**config.mk**
```make
export PLATFORM = sky130hd
export DESIGN_NAME = gb_rom_overlay_arb
export DESIGN_NICKNAME = d
export VERILOG_FILES = /design/src/rtl/gb_rom_overlay_arb.sv
export SDC_FILE = /design/constraint.sdc
export NUM_CORES = 1
export LEC_CHECK = 0
export ABC_AREA = 1
export CORE_MARGIN = 3
export CORE_UTILIZATION = 44
export CTS_CLUSTER_DIAMETER = 150
export CTS_CLUSTER_SIZE = 28
export DETAILED_ROUTE_END_ITERATION = 10
export PLACE_DENSITY = 0.79
export SYNTH_ARGS = -nofsm -noshare
export SYNTH_HDL_FRONTEND = slang
export SYNTH_SLANG_ARGS = --single-unit
```
**constraint.sdc**
```tcl
create_clock -name i_clk -period 2.1 [get_ports i_clk]
set_input_delay 0.525 -clock i_clk [delete_from_list [all_inputs] [get_ports i_clk]]
set_output_delay 0.525 -clock i_clk [all_outputs]
set_load 0.005 [all_outputs]
```
**src/rtl/gb_rom_overlay_arb.sv**
```systemverilog
// -----------------------------------------------------------------------------
// gb_rom_overlay_arb
//
// Purpose:
//   Arbitrates the low-ROM read path between the CPU and the OAM DMA engine.
//   Each granted access is sequenced through a fixed four-cycle pipeline
//   (SETUP, STROBE, CAPTURE, ack) into either the 256-byte boot ROM or the
//   cartridge ROM port. The choice depends on the boot-overlay state. A CPU
//   write to HIDE_ADR becomes the boot ROM's hide-register write pulse.
//
// Configuration macro:
//   GB_BOOT_HIDE_BIT0_EN - when defined, a write to HIDE_ADR pulses
//                          o_boot_write_reg only if the write data bit 0 is 1.
//                          With bit 0 clear, the write completes and acks,
//                          but no strobe is issued.
//                          When undefined, any write to HIDE_ADR pulses
//                          o_boot_write_reg.
//
// Parameters:
//   HIDE_ADR  I/O address whose write hides the boot ROM overlay
//   OVL_PAGE  upper address byte of the overlay window
//
// Ports:
//   i_clk, i_reset       clock; synchronous active-high reset
//   i_cpu_*/o_cpu_ack    CPU master: level request, we/adr/din, ack pulse
//   i_dma_*/o_dma_ack    DMA master: level read request, adr, ack pulse
//   o_rdata              read data, valid with ack, held until the next ack
//   o_boot_*/i_boot_*    boot ROM: address, read strobe, data, hide register
//                        write, hidden flag
//   o_cart_*/i_cart_*    cartridge bus: address, read/write strobes, data
// -----------------------------------------------------------------------------
module gb_rom_overlay_arb #(
   parameter logic [15:0] HIDE_ADR = 16'hFF50,
   parameter logic [7:0]  OVL_PAGE = 8'h00
) (
   input  logic        i_clk,
   input  logic        i_reset,
   // CPU master
   input  logic        i_cpu_req,
   input  logic        i_cpu_we,
   input  logic [15:0] i_cpu_adr,
   input  logic [7:0]  i_cpu_din,
   output logic        o_cpu_ack,
   // DMA master (read-only)
   input  logic        i_dma_req,
   input  logic [15:0] i_dma_adr,
   output logic        o_dma_ack,
   // shared read data
   output logic [7:0]  o_rdata,
   // boot ROM
   output logic [7:0]  o_boot_adr,
   output logic        o_boot_read,
   input  logic [7:0]  i_boot_dout,
   output logic [7:0]  o_boot_din,
   output logic        o_boot_write_reg,
   input  logic        i_boot_hide,
   // cartridge bus
   output logic [15:0] o_cart_adr,
   output logic        o_cart_rd,
   output logic        o_cart_wr,
   input  logic [7:0]  i_cart_dout,
   output logic [7:0]  o_cart_din
);

   typedef enum logic [1:0] {
      ST_IDLE,
      ST_SETUP,
      ST_STROBE,
      ST_CAPTURE
   } state_t;

   // Route and operation of one access. The value is decided once at grant
   // time and stays frozen until the access finishes.
   typedef enum logic [2:0] {
      ACC_BOOT_RD,   // overlay read from the boot ROM
      ACC_CART_RD,   // read from the cartridge
      ACC_HIDE_WR,   // CPU write to HIDE_ADR -> hide register pulse
      ACC_CART_WR,   // any other CPU write
      ACC_NONE       // completes and acks without any strobe
   } acc_t;

   typedef enum logic {
      GNT_CPU = 1'b0,
      GNT_DMA = 1'b1
   } gnt_t;

   // ---------------------------------------------------------------------------
   // Registered state
   // ---------------------------------------------------------------------------
   state_t r_state;
   acc_t   r_kind;
   gnt_t   r_owner;
   gnt_t   r_last_grant;

   // ---------------------------------------------------------------------------
   // Grant selection and route decode (combinational, used only in IDLE)
   // ---------------------------------------------------------------------------
   logic        w_cpu_elig;
   logic        w_dma_elig;
   logic        w_grant_valid;
   gnt_t        w_grant;
   logic        w_sel_we;
   logic [15:0] w_sel_adr;
   logic [7:0]  w_sel_din;
   logic        w_overlay;
   logic        w_hide_ok;
   acc_t        w_sel_kind;

   always_comb begin
      // NOTE: every signal gets a default before any branch, so no path can
      // leave a value unassigned and infer a latch.
      w_grant   = GNT_CPU;
      w_sel_we  = 1'b0;
      w_sel_adr = 16'h0000;
      w_sel_din = 8'h00;
      w_hide_ok = 1'b1;

      // A requester whose ack is high still has its req up for this cycle.
      // It must not be granted again for the access that just finished.
      w_cpu_elig    = i_cpu_req && !o_cpu_ack;
      w_dma_elig    = i_dma_req && !o_dma_ack;
      w_grant_valid = w_cpu_elig || w_dma_elig;

      if (w_cpu_elig && w_dma_elig) begin
         // Tie: favour whoever did not win last time.
         if (r_last_grant == GNT_CPU) begin
            w_grant = GNT_DMA;
         end else begin
            w_grant = GNT_CPU;
         end
      end else if (w_dma_elig) begin
         w_grant = GNT_DMA;
      end

      if (w_grant == GNT_CPU) begin
         w_sel_we  = i_cpu_we;
         w_sel_adr = i_cpu_adr;
         w_sel_din = i_cpu_din;
      end else begin
         w_sel_adr = i_dma_adr;
      end

      // DMA follows the same overlay rule as the CPU.
      w_overlay = !i_boot_hide && (w_sel_adr[15:8] == OVL_PAGE);

`ifdef GB_BOOT_HIDE_BIT0_EN
      w_hide_ok = w_sel_din[0];
`endif

      if (!w_sel_we) begin
         w_sel_kind = w_overlay ? ACC_BOOT_RD : ACC_CART_RD;
      end else if (w_sel_adr == HIDE_ADR) begin
         // A hide write never falls through to the cartridge.
         w_sel_kind = w_hide_ok ? ACC_HIDE_WR : ACC_NONE;
      end else begin
         w_sel_kind = ACC_CART_WR;
      end
   end

   // ---------------------------------------------------------------------------
   // Access sequencer. All outputs are registers. Each output is loaded on
   // the edge that enters the state in which it must be visible.
   // ---------------------------------------------------------------------------
   always_ff @(posedge i_clk) begin
      if (i_reset) begin
         // Aborts any access in flight. The aborted access never acks.
         r_state          <= ST_IDLE;
         r_kind           <= ACC_NONE;
         r_owner          <= GNT_CPU;
         r_last_grant     <= GNT_DMA;
         o_cpu_ack        <= 1'b0;
         o_dma_ack        <= 1'b0;
         o_rdata          <= 8'h00;
         o_boot_adr       <= 8'h00;
         o_boot_read      <= 1'b0;
         o_boot_din       <= 8'h00;
         o_boot_write_reg <= 1'b0;
         o_cart_adr       <= 16'h0000;
         o_cart_rd        <= 1'b0;
         o_cart_wr        <= 1'b0;
         o_cart_din       <= 8'h00;
      end else begin
         // NOTE: sequential state uses non-blocking assignments only. A later
         // assignment in the same cycle overrides the default pulse clear
         // below without creating a race between blocks.
         o_cpu_ack <= 1'b0;
         o_dma_ack <= 1'b0;

         case (r_state)
            ST_IDLE: begin
               if (w_grant_valid) begin
                  r_owner      <= w_grant;
                  r_last_grant <= w_grant;
                  r_kind       <= w_sel_kind;
                  // Address and data are presented during SETUP and held
                  // through STROBE. Only the port that is used gets updated.
                  case (w_sel_kind)
                     ACC_BOOT_RD: o_boot_adr <= w_sel_adr[7:0];
                     ACC_CART_RD: o_cart_adr <= w_sel_adr;
                     ACC_CART_WR: begin
                        o_cart_adr <= w_sel_adr;
                        o_cart_din <= w_sel_din;
                     end
                     ACC_HIDE_WR: o_boot_din <= w_sel_din;
                     default:     ;
                  endcase
                  r_state <= ST_SETUP;
               end
            end

            ST_SETUP: begin
               // At most one strobe is raised for exactly the STROBE cycle.
               o_boot_read      <= (r_kind == ACC_BOOT_RD);
               o_cart_rd        <= (r_kind == ACC_CART_RD);
               o_boot_write_reg <= (r_kind == ACC_HIDE_WR);
               o_cart_wr        <= (r_kind == ACC_CART_WR);
               r_state          <= ST_STROBE;
            end

            ST_STROBE: begin
               // The boot ROM and the cartridge register their read data on
               // this edge, so it is stable throughout CAPTURE.
               o_boot_read      <= 1'b0;
               o_cart_rd        <= 1'b0;
               o_boot_write_reg <= 1'b0;
               o_cart_wr        <= 1'b0;
               r_state          <= ST_CAPTURE;
            end

            ST_CAPTURE: begin
               case (r_kind)
                  ACC_BOOT_RD: o_rdata <= i_boot_dout;
                  ACC_CART_RD: o_rdata <= i_cart_dout;
                  default:     ;  // writes leave the last read data intact
               endcase
               if (r_owner == GNT_CPU) begin
                  o_cpu_ack <= 1'b1;
               end else begin
                  o_dma_ack <= 1'b1;
               end
               r_state <= ST_IDLE;
            end

            default: r_state <= ST_IDLE;
         endcase
      end
   end

endmodule
```
==> impl_metrics.env, run 1 <==
export IMPL_rsz0062_at_grt="true"
export IMPL_arrival_ps=2470
export IMPL_drive_above_1_share=0.214
export IMPL_fin_cells=648
export IMPL_synth_edf_count=0
export IMPL_num_io_pins=116
export IMPL_finClkSkew_ps=6.26
export IMPL_post_drt_via_cell_ratio=5.46
export IMPL_worstSkewPairLatency_ps=340
export IMPL_clk_path_buf_depth=2
export IMPL_maxCapViolations=0
export IMPL_powerDensity_nw_per_um2=960
export IMPL_syn_inst=412
export IMPL_diodes=0
export IMPL_die_h_um=87.5
export IMPL_cts_tree="built"
export IMPL_setup_tns_ps=-569
export IMPL_initial_core_util=0.457
export IMPL_wl_per_cell_um=16.6
export IMPL_netlist_cell_type_count=26
export IMPL_crit_fanout=9
export IMPL_crit_path_start_kind="input pin"
export IMPL_tightest_slew_ps=543
export IMPL_regToRegSetupSlack_ps=-80
export IMPL_setup_ws_ps=-94.1
export IMPL_antenna_left=0
export IMPL_seqCellArea_um2=1220
export IMPL_synth_simple_area_share=0.335
export IMPL_clk_pin_slew_worst_paths_ps=70
export IMPL_syn_nets=478
export IMPL_cts_root_buffer="clkbuf_8"
export IMPL_place_gp_congestion=0.865
export IMPL_coreArea_um2=6390
export IMPL_ys_flop_type="dfxtp_1"
export IMPL_dr_first_iter_drc_count=245
export IMPL_remaining_drc_errors=0
export IMPL_multi_input_area_um2=1590
export IMPL_netlist_area_um2=2920
export IMPL_dp_cells=617
export IMPL_antenna_found_initial=0
export IMPL_avgSynthCellArea_um2=7.09
export IMPL_synth_fa_ha_area_frac=0.0171
export IMPL_failed_checks="negative setup slack"
export IMPL_cts_buffers=9
export IMPL_top_register="o_cart_adr"
export IMPL_cts_max_level=3
export IMPL_area_growth_pct=72.0
export IMPL_dp_hpwl_mm=6.35
export IMPL_clock_sinks=61
export IMPL_endpoint_kind="flip-flop"
export IMPL_required_ps=2370
export IMPL_grt_overflow=0
export IMPL_port_buffers=115
export IMPL_synth_compound_area_frac=0.135
export IMPL_rows=29
export IMPL_report_final_slew_viol_count=0
export IMPL_slew_headroom=0.637
export IMPL_grt_usage=0.268
export IMPL_vias=3536
export IMPL_largest_register_ffs=16
export IMPL_firstDrtPassIters=5
export IMPL_setup_viol=15
export IMPL_fp_dieArea_um2=7650
export IMPL_fillCellCount=424
export IMPL_grt_pass1_vias=3414
export IMPL_synth_seq_cells=61
export IMPL_fin_crit_ps=2190
export IMPL_die_x_um=87.5
export IMPL_p_leak_nw=2.17
export IMPL_final_core_util=0.787
export IMPL_muxShareOfSynthArea=0
export IMPL_fmax_mhz=456
export IMPL_ys_warn_count=0
export IMPL_yosysSeqAreaShare=0.418
export IMPL_async_reset_ff_frac=0
export IMPL_synth_top_family_by_area="simple AND/OR/NAND/NOR gates"
export IMPL_vdd_drop_max_uv=774
export IMPL_hold_viol=0
export IMPL_grt_max_degree=32
export IMPL_nets=632
export IMPL_critical_path_class="in2reg"
export IMPL_post_route_period_util=1.04
export IMPL_hold_path_class="reg2reg"
export IMPL_grt_pass1_wl_mm=15.9
export IMPL_synth_xor_area_share=0
export IMPL_status="finished with violations"
export IMPL_wl_mm=10.8
[cells by family (layout without fill, tap and decap cells)]
| group | after synthesis | in the layout |
|---|---|---|
| simple gates | 209 | 210 |
| fa+ha+maj | 4 | 4 |
| buf+inv | 61 | 219 |
| compound gates | 77 | 77 |
| flops | 61 | 61 |
[worst max-delay path, cell delays in order]
cell and delay, ps:
clkdlybuf4s15_1 220, nand3_4 160, buf_12 180, nand3b_1 120
nand2_2 100, nor2_1 170, nand2_1 110, nor2_4 200
nand3_4 190, buf_6 200, nand3_2 70, nand2_1 70
nor2_1 150
[synthesized netlist by cell type, types with 3 or more instances]
cell / number / area, um2
a21oi_1: 46 / 230
buf_2: 5 / 25.0
buf_4: 3 / 22.5
buf_6: 4 / 45.0
clkbuf_1: 6 / 22.5
dfxtp_1: 61 / 1220
ha_1: 4 / 50.1
inv_1: 39 / 146
nand2_1: 87 / 327
nand3_1: 27 / 135
nand3b_1: 14 / 105
nand4_1: 5 / 31.3
nor2_1: 63 / 236
nor2_4: 3 / 33.8
o21ai_0: 23 / 115
o22ai_1: 8 / 50.1
[report_power, final]
| part | switching [mW] | internal (mW) |
|---|---|---|
| registers | 0.145 | 1.36 |
| clock network | 0.478 | 0.698 |
| logic | 0.993 | 1.15 |
[stage by stage]
| stage | power, mW | hold WS (ps) | area [um2] | setup WS, ps |
|---|---|---|---|---|
| after floorplan | 2.32 | 413 | 2920 | 191 |
| final | 4.82 | 456 | 5020 | -94.1 |
| after CTS | 4.53 | 460 | 4830 | 54.7 |
| after global routing | 5.07 | 472 | 5020 | -198 |
| after detailed placement | 3.09 | 451 | 4330 | -522 |
| after global placement | 3.04 | 442 | 4330 | -412 |
[cell type report]
cell class,instances,share of cell area
multi-input cells,291,0.316
clock inverters,6,0.0172
flip-flops and latches,61,0.244
well taps,77,0.0192
inverters,42,0.0319
clock buffers,10,0.0274
repair buffers,161,0.344
[cell usage in the layout, fill, tap and decap left out, drive strengths merged, types with 4 or more instances in the layout]
cell	netlist	final
nand3b	14	14
inv	41	41
nand4	5	5
nor2	67	67
o21ai	23	23
o22ai	8	8
ha	4	4
nand2	90	91
nand3	30	30
clkbuf	6	13
clkdlybuf4s50	0	113
clkinv	1	4
buf	13	42
a21oi	46	46
dfxtp	61	61
[path summary, 6_finish.rpt]
path | startpoint | end | cells after the start
hold / removal | r_owner | o_cpu_ack | 1
setup / recovery | i_cpu_req | o_cart_adr[9] | 13
hold reg to reg | r_owner | o_cpu_ack | 1
setup reg to reg | o_cpu_ack | o_cart_adr[9] | 13
[layer usage]
layer / part of all wire / vias up / global-route usage
met5: 0 / - / 0
met4: 0.043 / 0 / 0.134
met3: 0.093 / 46 / 0.0814
met2: 0.51 / 210 / 0.469
met1: 0.36 / 1638 / 0.291
li1: - / 1642 / -
[repair_timing]
item                       CTS  global route
setup buffers                5             2
hold buffers                 0             0
setup endpoints to repair   32            34
cloned                       6             2
pin swaps                    8            16
gates resized for setup     33            36
No activity file was read; power rests on OpenSTA's default activity.
==> run 2: changes to the inputs <==
Settings changed: CAP_MARGIN set to 20.
==> results of run 2 <==
No change in the layout: final DEF, timing and power equal those of run 1.
